<file path="src/rtl/qspi_target.sv">
// Quad-SPI target: decodes command/address nibbles, then writes into or reads back a
// small byte array, or streams a fixed ID byte. All logic runs on the serial clock.
module qspi_target #(
    parameter int unsigned DEPTH   = 16,
    parameter int unsigned DUMMY   = 0,
    parameter logic [7:0]  ID_BYTE = 8'hC5
) (
    input  logic       clk,
    input  logic       reset,
    input  logic       cs_n,
    input  logic [3:0] mosi,
    output logic [3:0] miso,
    output logic       miso_oe,
    output logic       wr_valid,
    output logic [7:0] wr_addr,
    output logic [7:0] wr_data,
    output logic       cmd_err
);
    localparam int unsigned AW = $clog2(DEPTH);

    typedef enum logic [2:0] {
        StIdle, StCmd, StAddr, StDummy, StWrite, StRead, StId, StIgnore
    } state_e;

    state_e        state_q, state_d;
    logic          phase_q, phase_d;    // 0: next nibble is the high one
    logic [3:0]    hi_q, hi_d;
    logic          is_read_q, is_read_d;
    logic [AW-1:0] ptr_q, ptr_d;
    logic [3:0]    dcnt_q, dcnt_d;

    logic [3:0]    miso_d;
    logic          miso_oe_d;
    logic          wr_valid_d;
    logic [7:0]    wr_addr_d;
    logic [7:0]    wr_data_d;
    logic          cmd_err_d;
    logic          mem_we;

    logic [7:0]    mem [DEPTH];
    logic [7:0]    byte_in;
    logic [7:0]    rd_byte;

    assign byte_in = {hi_q, mosi};
    assign rd_byte = mem[ptr_q];

    always_comb begin
        state_d    = state_q;
        phase_d    = phase_q;
        hi_d       = hi_q;
        is_read_d  = is_read_q;
        ptr_d      = ptr_q;
        dcnt_d     = dcnt_q;
        miso_d     = miso;
        miso_oe_d  = miso_oe;
        wr_valid_d = 1'b0;
        wr_addr_d  = wr_addr;
        wr_data_d  = wr_data;
        cmd_err_d  = cmd_err;
        mem_we     = 1'b0;

        if (cs_n) begin
            // Deselect drops any half-assembled byte and the burst pointer.
            state_d   = StIdle;
            phase_d   = 1'b0;
            hi_d      = '0;
            ptr_d     = '0;
            miso_d    = '0;
            miso_oe_d = 1'b0;
        end else begin
            case (state_q)
                StIdle: begin
                    hi_d    = mosi;
                    phase_d = 1'b1;
                    state_d = StCmd;
                end
                StCmd: begin
                    phase_d = 1'b0;
                    case (byte_in)
                        8'h02: begin
                            is_read_d = 1'b0;
                            state_d   = StAddr;
                        end
                        8'h03: begin
                            is_read_d = 1'b1;
                            state_d   = StAddr;
                        end
                        8'h9F: state_d = StId;
                        default: begin
                            state_d   = StIgnore;
                            cmd_err_d = 1'b1;
                        end
                    endcase
                end
                StAddr: begin
                    if (!phase_q) begin
                        hi_d    = mosi;
                        phase_d = 1'b1;
                    end else begin
                        phase_d = 1'b0;
                        ptr_d   = byte_in[AW-1:0];
                        dcnt_d  = '0;
                        if (!is_read_q) begin
                            state_d = StWrite;
                        end else if (DUMMY > 0) begin
                            state_d = StDummy;
                        end else begin
                            state_d = StRead;
                        end
                    end
                end
                StDummy: begin
                    dcnt_d = dcnt_q + 4'd1;
                    if (dcnt_q == 4'(DUMMY - 1)) begin
                        state_d = StRead;
                    end
                end
                StWrite: begin
                    if (!phase_q) begin
                        hi_d    = mosi;
                        phase_d = 1'b1;
                    end else begin
                        phase_d    = 1'b0;
                        mem_we     = 1'b1;
                        wr_valid_d = 1'b1;
                        wr_addr_d  = 8'(ptr_q);
                        wr_data_d  = byte_in;
                        ptr_d      = ptr_q + 1'b1;
                    end
                end
                StRead: begin
                    miso_oe_d = 1'b1;
                    if (!phase_q) begin
                        miso_d  = rd_byte[7:4];
                        phase_d = 1'b1;
                    end else begin
                        miso_d  = rd_byte[3:0];
                        phase_d = 1'b0;
                        ptr_d   = ptr_q + 1'b1;
                    end
                end
                StId: begin
                    miso_oe_d = 1'b1;
                    miso_d    = phase_q ? ID_BYTE[3:0] : ID_BYTE[7:4];
                    phase_d   = ~phase_q;
                end
                StIgnore: begin
                end
                default: state_d = StIdle;
            endcase
        end
    end

    always_ff @(posedge clk or posedge reset) begin
        if (reset) begin
            state_q   <= StIdle;
            phase_q   <= 1'b0;
            hi_q      <= '0;
            is_read_q <= 1'b0;
            ptr_q     <= '0;
            dcnt_q    <= '0;
            miso      <= '0;
            miso_oe   <= 1'b0;
            wr_valid  <= 1'b0;
            wr_addr   <= '0;
            wr_data   <= '0;
            cmd_err   <= 1'b0;
        end else begin
            state_q   <= state_d;
            phase_q   <= phase_d;
            hi_q      <= hi_d;
            is_read_q <= is_read_d;
            ptr_q     <= ptr_d;
            dcnt_q    <= dcnt_d;
            miso      <= miso_d;
            miso_oe   <= miso_oe_d;
            wr_valid  <= wr_valid_d;
            wr_addr   <= wr_addr_d;
            wr_data   <= wr_data_d;
            cmd_err   <= cmd_err_d;
        end
    end

    always_ff @(posedge clk or posedge reset) begin
        if (reset) begin
            for (int unsigned i = 0; i < DEPTH; i++) begin
                mem[i] <= '0;
            end
        end else if (mem_we) begin
            mem[ptr_q] <= byte_in;
        end
    end

endmodule

</file>
<file path="config.mk">
export PLATFORM = sky130hd
export DESIGN_NAME = qspi_target
export DESIGN_NICKNAME = d
export VERILOG_FILES = /design/src/rtl/qspi_target.sv
export SDC_FILE = /design/constraint.sdc
export NUM_CORES = 1
export LEC_CHECK = 0
export ABC_AREA = 1
export BUFFER_PORTS_ARGS = -buffer_cell sky130_fd_sc_hd__buf_4
export CAP_MARGIN = 15
export CORE_MARGIN = 4
export CORE_UTILIZATION = 47
export DETAILED_ROUTE_END_ITERATION = 7
export PLACE_DENSITY = 0.75
export SYNTH_ARGS = -nofsm -noshare
export SYNTH_HDL_FRONTEND = slang
export SYNTH_SLANG_ARGS = --single-unit
</file>
<file path="constraint.sdc">
create_clock -name clk -period 4.93 [get_ports clk]
set_input_delay 0.2465 -clock clk [delete_from_list [all_inputs] [get_ports clk]]
set_output_delay 0.2465 -clock clk [all_outputs]
set_load 0.01 [all_outputs]
</file>
# Word level (Yosys, flattened, before mapping)
# Cells that the tools add are included.
[classes]
n_lt_le_gt_ge = 2
n_eq_ne = 15
add_sub_neg = 2
n_mux = 34
n_reduce_logical = 23
bitwise_logic = 4
[ops]
columns = ["operator", "n"]
rows = [
  ["$bwmux 128", 1],
  ["$mux 4", 9],
  ["$bmux 8 s4", 1],
  ["$demux 8 s4", 1],
  ["$pmux 4 s2", 4],
  ["$mux 8", 3],
  ["$reduce_and 3->1", 6],
  ["$eq 8x2->1 const B", 2],
  ["$pmux 3 s4", 1],
  ["$reduce_bool 5->1", 2],
  ["$eq 3x3->1 const B", 3],
  ["$mux 3", 3],
  ["$ne 3x3->1 const B", 3],
  ["$reduce_bool 3->1", 3],
  ["$add 4x1->4 const B", 2],
  ["$eq 8x8->1 const B", 1],
  ["$mux 1", 8],
  ["$reduce_or 2->1", 4],
  ["$eq 3x2->1 const B", 2],
  ["$pmux 3 s2", 1],
  ["$reduce_bool 2->1", 3],
  ["$reduce_or 3->1", 2],
  ["$ge 5x5->1 const B", 1],
  ["$lt 5x1->1 const B", 1],
  ["11 further kinds", 13],
]
[totals]
word_cells = 108
register_bits = 164
out_inout_bits = 23
input_bits = 7

# Longest topological paths before layout
# Gate-level depths: netlist of the first run.
[logic_depth]
depth_word = 7
depth_mapped = 13
depth_no_buf = 12

# Worst setup path before layout of the first run
# OpenSTA, ideal clock, no wires.
[synth_timing]
path_kind = "flip-flop to flip-flop"
startpoint = "reg ptr_q[0]"
endpoint = "reg mem[127] (netlist bit)"
n_path_buf = 4
required_ps = 4801
slack_ps = 3053
stages_incl_launch_ff = 12
arrival_time_ps = 1748
period_less_slack_ps = 1877
setup_ps = 129
cell_sequence = "dfrtp_1 > buf_2 > inv_2 > buf_2 > buf_2 > ha_1 > inv_1 > nor2_8 > nand2_4 > buf_6 > nand2_1 > o21ai_2"
[synth_between]
elab_chain_cells = 6
word_cells_on_any_way = 7
classes_between = "2 x order compare; 3 x mux; 1 x bitwise; 1 x reduce/logical"
[synth_rtl]
columns = ["item", "line", "text"]
rows = [
  ["from (decl)", "29", "logic [AW-1:0] ptr_q, ptr_d;"],
  ["from (signal assigned)", "173", "ptr_q <= ptr_d;"],
  ["$not 4->5 (not written as such) *", "190", "mem[ptr_q] <= byte_in;"],
  ["$ge 5x5->1 (not written as such) / $lt 5x1->1 (equally long branches)", "190", ""],
  ["$logic_and 1x1->1 (not written as such)", "190", ""],
  ["$mux 8 (not written as such)", "190", ""],
  ["$demux 8 s4 *", "190", ""],
  ["$bwmux 128 *", "190", ""],
  ["to (signal, indexed assignment)", "190", ""],
  ["to (decl)", "40", "logic [7:0] mem [DEPTH];"],
]
# Every way passes the cells marked *; elsewhere a longest branch is shown, timed or not.
# A chain may end at the register's enable or synchronous reset.

# Worst setup path in the final report of the first run
[layout_timing]
startpoint = "reg ptr_q[1]"
endpoint = "reg mem[87] (netlist bit)"
# Same word-level chain as after synthesis.

==> results of run 1 <==
-- power groups by stage --
stage / clock network [mW] / logic [mW] / registers [mW]
after global placement: 0 / 1.66 / 1.77
after CTS: 1.31 / 1.70 / 1.75
after detailed placement: 0 / 1.69 / 1.77
after floorplan: 0 / 1.21 / 1.76
final: 1.30 / 1.71 / 1.76
after global routing: 1.38 / 1.91 / 1.79
-- registers in the layout (all words and copies together), names as in the netlist, 3 cells and up --
name,count
mem,128
wr_data,8
dcnt_q,4
hi_q,4
miso,4
ptr_q,4
wr_addr,4
state_q,3
-- cell usage after synthesis, drive strengths merged --
master	count	area [um2]
clkbuf	18	67.6
dfrtp	164	4100
nand4	3	18.8
o21a	1	7.51
nand3b	1	7.51
xnor2	1	8.76
o22ai	7	43.8
a211oi	2	27.5
inv	54	208
o21ai	203	1110
nor2	98	445
a21oi	15	75.1
nand3	44	320
nand2	293	1160
nor4	1	6.26
buf	41	333
xor2	1	8.76
conb	1	3.75
a21o	1	7.51
ha	5	62.6
nor3	3	15.0
a2111oi	1	8.76
-- worst register-to-register path, cell delays in order, from the launching register on --
cell and delay [ns]:
dfrtp_1 0.37, buf_4 0.27, inv_1 0.45, buf_4 0.34
ha_1 0.48, nand3_4 0.26, nand2_1 0.13, o21ai_1 0.07
-- metrics by stage --
stage	power [mW]	setup WS (ns)	utilization (%)	instance area (um2)
after floorplan	2.97	0.250	-	8070
after global placement	3.43	2.51	49.0	8180
after detailed placement	3.47	2.46	49.0	8180
after CTS	4.77	2.44	52.4	8760
after global routing	5.08	2.27	52.4	8760
final	4.77	2.41	52.4	8760
-- worst paths after layout --
check / startpoint / to / slack [ns] / cells after the start
max: ptr_q[1] / mem[87] / 2.41 / 7
min: mosi[3] / hi_q[3] / 0.08 / 3
max reg2reg: ptr_q[1] / mem[87] / 2.41 / 7
min reg2reg: cmd_err / cmd_err / 0.47 / 1
max in group asynchronous: reset / mem[7] / 3.36 / 4
min in group asynchronous: reset / mem[116] / 0.47 / 3
-- layout make-up --
| type | instances | area [um2] |
|---|---|---|
| multi-input cells | 684 | 3360 |
| flip-flops and latches | 164 | 4110 |
| repair buffers | 31 | 235 |
| clock inverters | 12 | 133 |
| well taps | 220 | 275 |
| fillers | 1521 | 7940 |
| clock buffers | 18 | 439 |
| inverters | 54 | 213 |
-- kinds of logic (layout without fill, tap and decap cells) --
group / count (synthesis) / after routing / share of synthesized area [%]
and+or+nand+nor: 443 / 443 / 24.5
AOI/OAI and AO/OA: 230 / 230 / 15.9
DFF: 164 / 164 / 50.9
buffers and inverters: 113 / 115 / 7.55
adders and majority gates: 5 / 5 / 0.776
xor gates and xnor gates: 2 / 2 / 0.217
other: 1 / 4 / 0.0465
-- routing by layer --
layer	track usage, %	share of wire [%]	vias up	wire length, um
met5	0	0	-	0
met4	7.42	2.2	0	425
met3	4.10	7.3	29	1440
met2	31.1	45	231	8880
met1	31.2	46	3081	9010
li1	-	-	3095	-
-- timing repair --
action,4_1_cts,5_1_grt
endpoints found under the hold margin,71,0
gates resized for setup,0,0
hold buffers,1,0
endpoints found under the setup margin,0,0
==> run metrics, run 1 <==
Rows=47; WL final=19.8 mm; initial antenna violation count=0; final worst-path cycle share=51.1%; critical path's largest stage delay=between 0.4 and 0.5 ns; Port Buffers=25; Vias=6436; layout net count=964; # IOs=30; sequential-to-total area share from yosys stat=50.9%; Critical Path Source Type=flip-flop; # DRC=0; Min-Delay Path Class=primary input to flip-flop; DRT iter0 DRCs=834; Reg power frac=36.8%; Reg clk slew, reported paths=0.06 ns; Fin. Hold Viols=0; pwr/cell area=approximately 550 nW/um2; Worst-Margin Slew=1.09 ns; share of cells above drive strength 1=between 10% and 20%; Internal=roughly 2.9 mW; maximum vdd ir drop=383 uV; Layout Cells excl Fill=around 1.2k; Post-Synthesis Cells=958; placed cell count=1152; clk buf depth=2; largest net degree at the start of global routing=74; clock root cell=clkbuf_16; P_leak=~4.2 nW; TNS Setup=0 ns; hpwl dp=~12 mm; TritonRoute pass-1 iters=5; final setup fails=0; Sw Ratio=roughly 40%; Avg WL per Cell=16.7 um; Post CTS Setup Buffer Count=0; skew final=0.0102 ns; status=complete, no violations; Worst path top cell family by delay=buffers and inverters; Max Slew Vio Count=0; H-tree depth=4; YS warnings=0; CP Cell Sequence=buf_4 -> inv_1 -> buf_4 -> ha_1 -> nand3_4 -> nand2_1 -> o21ai_1; slowest CP cell=ha_1; Initial Utilization=48.2%; CP Max Fanout=40; die height=139 um; Period minus WS final=2.52 ns; Area Growth Syn to Fin=8.68%; Die ar.=~19000 um2; CTS tree=done; Buf/Inv on CP=3; mean post-synth cell area=~8.4 um2; fmax=397 MHz; Core Area=16700 um2; TritonCTS Buffers=17; Critical Path AT=2.80 ns; Die Wd=139 um; combinational share of power=a little over a third; Synth cell types=35; #FFs+latches synth=around 160; vias in the first global route=6097; Slew HR=between 20% and 30%; GRT Util Overall=around a fifth; clock share of power=27.3%; Net Switching=1.91 mW; first-pass GRT wire length=32.7 mm; WP data required=5.21 ns; most common cell after layout, fill and taps aside=nand2_1; most frequent cells in the layout=nand2_1 (283), dfrtp_1 (163), o21ai_1 (108), nor2_1 (89), o21ai_0 (69); routability cong.=roughly 0.9; unrepaired setup endpoints after global routing=false; Most common cell on crit path=buf_4; element type at the critical path end=flip-flop; max-cap viol count=0; clock latency on the worst-skew pair=between 0.4 and 0.5 ns; remaining global-route overflow=0; Clock Sinks=164; Cell Area, Synth=between 8000 and 9000 um2; via/cell ratio=approximately 5.4; kind of critical path=flip-flop to flip-flop; # diodes=0; Routed Antenna Nets=0; hold_ws=0.0790 ns
No activity file was read; power rests on OpenSTA's default activity.
==> inputs of run 2 (changes only) <==
==> constraint.sdc (replaced) <==
create_clock -name clk -period 2.05 [get_ports clk]
set_input_delay 0.1025 -clock clk [delete_from_list [all_inputs] [get_ports clk]]
set_output_delay 0.1025 -clock clk [all_outputs]
set_load 0.01 [all_outputs]
==> run 2 against run 1 <==
Compared with the run above:
- sequential share of layout area shrank 1.7 points
- worst setup slack lost 2.2 ns
- largest power group is now combinational logic
- via count grew 0.82%
- power grew to 2.5 times the previous value
- combinational power grew to 2.6 times the previous value
- largest cell class unchanged
- clock skew shrank 0.0047 ns
- register-to-register slack lost 2.2 ns
- non-clock buffer count grew 30
- critical path type unchanged
- design area grew 3.9%
- highest routed layer unchanged
==> run metrics, run 2 (synthesized netlist as in run 1, its figures left out) <==
status=complete, no violations; CTS tree=done; Fin. Hold Viols=0; Reg clk slew, reported paths=0.06 ns; max reg flops=128; Max Slew Vio Count=0; share of cells above drive strength 1=14.5%; DRT iter0 DRCs=621; Net Switching=4.55 mW; worst setup margin=approximately 0.24 ns; reg-to-reg endpoint=miso[2]; unrepaired setup endpoints after global routing=false; pwr/cell area=1310 nW/um2; hold_ws=0.383 ns; Post CTS Setup Buffer Count=0; fmax=approximately 550 MHz; CP Max Fanout=24; P_leak=4.36 nW; TritonCTS Buffers=17; Period minus WS final=1.81 ns; Clock Sinks=164; layout net count=994; Worst path top cell family by delay=compound AO/OA/AOI/OAI gates; Die ar.=19300 um2; # DRC=0; most common cell after layout, fill and taps aside=nand2_1; Internal=7.39 mW; Rows=47; H-tree depth=4; Layout Cells excl Fill=between 1k and 1.5k; pre-CTS setup slack=between 0.2 and 0.3 ns; final setup fails=0; Worst-Margin Slew=between 0.5 and 0.6 ns; WL final=19.8 mm; WP data required=2.36 ns; routability cong.=0.865; Core Area=between 15000 and 20000 um2; kind of critical path=flip-flop to flip-flop; largest registers=mem x128, wr_data x8; remaining global-route overflow=0; clock root cell=clkbuf_16; final total power=11.9 mW; Buf/Inv on CP=2; Levels on crit path=8; maximum vdd ir drop=971 uV; via/cell ratio=around 5.3; placed cell count=1177; Vias=6489; die height=around 140 um; largest register by flop count=mem; Sw Ratio=38.1%; vias in the first global route=6176; CP Cell Sequence=inv_2 -> buf_12 -> o21ai_0 -> o21ai_0 -> a21oi_1 -> nand3_1 -> nand3_1 -> nand2_1; hpwl dp=12.7 mm; Worst R2R Start=ptr_q[0]; Die Wd=139 um; clock latency on the worst-skew pair=0.43 ns; Routed Antenna Nets=0; Port Buffers=25; reg2reg setup slack=0.24 ns; combinational share of power=37.2%; cells on worst reg2reg path=8; skew final=roughly 0.0055 ns; initial antenna violation count=0; max-cap viol count=0; Avg WL per Cell=16.3 um; TritonRoute pass-1 iters=6; critical path's largest stage delay=0.39 ns; first-pass GRT wire length=32.7 mm; slowest CP cell=dfrtp_2; Critical Path Source Type=flip-flop; Reg power frac=35.4%; final worst-path cycle share=88.5%; Initial Utilization=48.2%; GRT Util Overall=between 20% and 30%; clk buf depth=2; Min-Delay Path Class=primary input to async pin; Area Growth Syn to Fin=12.9%; # IOs=30; # diodes=0; most frequent cells in the layout=nand2_1 (283), dfrtp_1 (163), o21ai_1 (108), nor2_1 (89), o21ai_0 (69); largest net degree at the start of global routing=97; element type at the critical path end=flip-flop; clock share of power=27.4%; Slew HR=63.6%; Critical Path AT=2.12 ns
==> run 2: changes by cell type in the layout (fill, tap and decap cells not counted), sizes merged <==
cell | before | now
buf | 30 | 55
bufinv | 2 | 4
clkbuf | 18 | 21
clkinv | 5 | 4
dlygate4sd3 | 1 | 6
inv | 56 | 53
==> run 2: final cells by class <==
class / count / area [um2]
Sequential cell: 164 / 4110
Clock inverter: 10 / 159
Fill cell: 1495 / 7600
Multi-Input combinational cell: 684 / 3360
Tap cell: 220 / 275
Inverter: 54 / 211
Clock buffer: 21 / 440
Timing Repair Buffer: 61 / 548
==> run 2: worst min-delay path: stages <==
cell and delay [ns]:
dlygate4sd3_1 0.54, buf_4 0.14, clkinvlp_4 0.09, buf_4 0.37
==> run 2: worst max path at each step <==
stage                    start  endpoint  slack (ns)
CTS                 state_q[1]   miso[3]        0.28
global placement    state_q[1]   miso[3]        0.28
finish                ptr_q[0]   miso[2]        0.24
floorplan                reset   cmd_err       -0.14
global route        state_q[1]   miso[3]        0.11
detailed placement  state_q[1]   miso[3]        0.28
==> run 2: per-layer routing <==
layer / global-route usage, % / vias to the layer above / wire [um]
li1: - / 3154 / -
met1: 30.2 / 3064 / 9020
met2: 32.1 / 235 / 8980
met3: 4.55 / 36 / 1330
met4: 7.62 / 0 / 473
met5: 0 / - / 0
==> run 2: power groups by stage <==
stage	clock [mW]	combinational (mW)	sequential (mW)
after CTS	3.33	4.42	4.22
after detailed placement	0	4.37	4.27
after global routing	3.46	4.93	4.30
after floorplan	0	2.90	4.24
after global placement	0	4.32	4.26
final	3.27	4.44	4.23
==> run 2: timing repair <==
item,4_1_cts,5_1_grt
hold buffers,6,0
gates resized for setup,0,0
endpoints found under the setup margin,0,0
hold endpoints to repair,171,0
==> run 2: per-stage QoR <==
step | TNS, ns | util, % | instance area (um2)
finish | 0 | 54.5 | 9100
global placement | 0 | 50.5 | 8440
global route | 0 | 54.5 | 9100
floorplan | -22.52 | - | 8070
CTS | 0 | 54.5 | 9100
detailed placement | 0 | 50.5 | 8440
==> inputs of run 3 (changes only) <==
--- a/config.mk
+++ b/config.mk
@@ -9,9 +9,9 @@
 export BUFFER_PORTS_ARGS = -buffer_cell sky130_fd_sc_hd__buf_4
 export CAP_MARGIN = 15
 export CORE_MARGIN = 4
-export CORE_UTILIZATION = 47
+export CORE_UTILIZATION = 50
 export DETAILED_ROUTE_END_ITERATION = 7
-export PLACE_DENSITY = 0.75
+export PLACE_DENSITY = 0.78
 export SYNTH_ARGS = -nofsm -noshare
 export SYNTH_HDL_FRONTEND = slang
 export SYNTH_SLANG_ARGS = --single-unit
==> run 3 against run 2 <==
Compared with the run above:
- global-route usage grew 1.8 points
- sequential cell count is the same
- combinational power shrank 2%
- non-clock buffer count shrank 6
- die area shrank 5.7%
- maximum frequency shrank 1.3%
- worst setup slack lost 0.024 ns
- sequential power is essentially flat
==> run metrics, run 3 (synthesized netlist as in run 1, its figures left out) <==
Area Growth Syn to Fin=11.5%; Rows=46; pwr/cell area=1280 nW/um2; Reg clk slew, reported paths=0.06 ns; post-CTS sizing=0; Slew HR=45.2%; clock latency on the worst-skew pair=0.43 ns; kind of critical path=flip-flop to flip-flop; Avg WL per Cell=16.7 um; # DRC=0; routability cong.=0.955; reg2reg setup slack=0.21 ns; critical path's largest stage delay=0.42 ns; WP data required=between 2 and 2.5 ns; max-cap viol count=0; clock root cell=clkbuf_16; Sequential Area=4110 um2; die height=135 um; largest register by flop count=mem; Vias=about 6.6k; via/cell ratio=5.45; Routed Antenna Nets=0; area of the multi-input gates=around 3400 um2; largest registers=mem x128, wr_data x8; slowest CP cell=dfrtp_2; H-tree depth=4; Port Buffers=25; most frequent cells in the layout=nand2_1 (283), dfrtp_1 (163), o21ai_1 (108), nor2_1 (89), o21ai_0 (69); Worst path top cell family by delay=simple AND/OR/NAND/NOR gates; TNS Setup=0 ns; P_leak=4.29 nW; final worst-path cycle share=89.7%; TritonCTS Buffers=17; Core Area=15800 um2; WL final=20.1 mm; skew final=0.00780 ns; DRT iter0 DRCs=between 600 and 700; first-pass GRT wire length=32.5 mm; CP Cell Sequence=buf_4 -> buf_4 -> nor2_1 -> nor2_1 -> o21ai_0 -> nand2_1 -> nand2_1 -> nand2_1 -> nor2_1 -> nand2_1 -> nand3_1 -> nand2_1; element type at the critical path end=flip-flop; dpl cell area=8390 um2; status=complete, no violations; Die Wd=135 um; layout net count=988; unrepaired setup endpoints after global routing=false; TritonRoute pass-1 iters=5; hpwl dp=between 10 and 15 mm; share of cells above drive strength 1=14.1%; largest net degree at the start of global routing=between 50 and 60; Post CTS Setup Buffer Count=0; fmax=544 MHz; Buf/Inv on CP=2; final setup fails=0; max reg flops=128; Period minus WS final=1.84 ns; CP Max Fanout=25; final core utilization=between 50% and 60%; final total power=between 10 and 15 mW; Clock Sinks=164; Critical Path AT=2.15 ns; most common cell after layout, fill and taps aside=nand2_1; maximum vdd ir drop=642 uV; Worst-Margin Slew=a little over 0.8 ns; post-layout instance area=roughly 9000 um2; Max Slew Vio Count=0; fill count=1407; remaining global-route overflow=0; clk buf depth=2; Critical Path Source Type=flip-flop; Min-Delay Path Class=primary input to async pin; Die ar.=18200 um2; # diodes=0; # IOs=30; GRT Util Overall=23.0%; Most common cell on crit path=nand2_1; Initial Utilization=50.9%; Fin. Hold Viols=0; vias in the first global route=6078; initial antenna violation count=0; CTS tree=done
[run 3: final timing paths]
path / cells past startpoint / endpoint / start
setup / recovery: 12 / miso[1] / ptr_q[0]
hold / removal: 3 / mem[30] / reset
setup reg to reg: 12 / miso[1] / ptr_q[0]
hold reg to reg: 1 / cmd_err / cmd_err
max in group asynchronous: 4 / mem[60] / reset
min in group clk: 1 / cmd_err / cmd_err
[run 3: report_power, final]
group	internal [mW]	total, mW	switching [mW]	leakage, nW
clock	1.64	2.88	1.25	0.248
combinational	1.45	4.36	2.91	1.80
sequential	3.83	4.24	0.408	2.24
total	6.91	11.5	4.56	4.29
[run 3: repair_timing]
action	in CTS	in global routing
hold buffers	6	0
hold endpoints to repair	30	0
setup endpoints to repair	0	0
[run 3: layout make-up]
class                   instances  share of cell area [%]
well taps                     216                    3.01
clock inverters                 8                   0.585
multi-input cells             684                    37.4
inverters                      54                    2.35
flip-flops and latches        164                    45.7
repair buffers                 55                    5.60
clock buffers                  24                    5.36
[run 3: per-layer routing]
metal	share of wire, %	global-route usage, %	vias up
li1	-	-	3148
met1	45	32.2	3116
met2	46	34.9	248
met3	5.8	3.76	58
met4	3.7	11.3	0
met5	0	0	-
[run 3: metrics by stage]
stage          hold slack, ns  worst slack [ns]  cells
5_1_grt                 0.400            0.0491   1205
3_3_place_gp            0.249             0.319   1167
2_1_floorplan           0.249            -0.137    961
4_1_cts                 0.344             0.273   1205
6_report                0.359             0.212   1205
3_5_place_dp            0.248             0.294   1167
[run 3: tightest hold or removal path, delay by kind of cell]
family / cells / cell delay, ns
buf+inv: 3 / 1.16
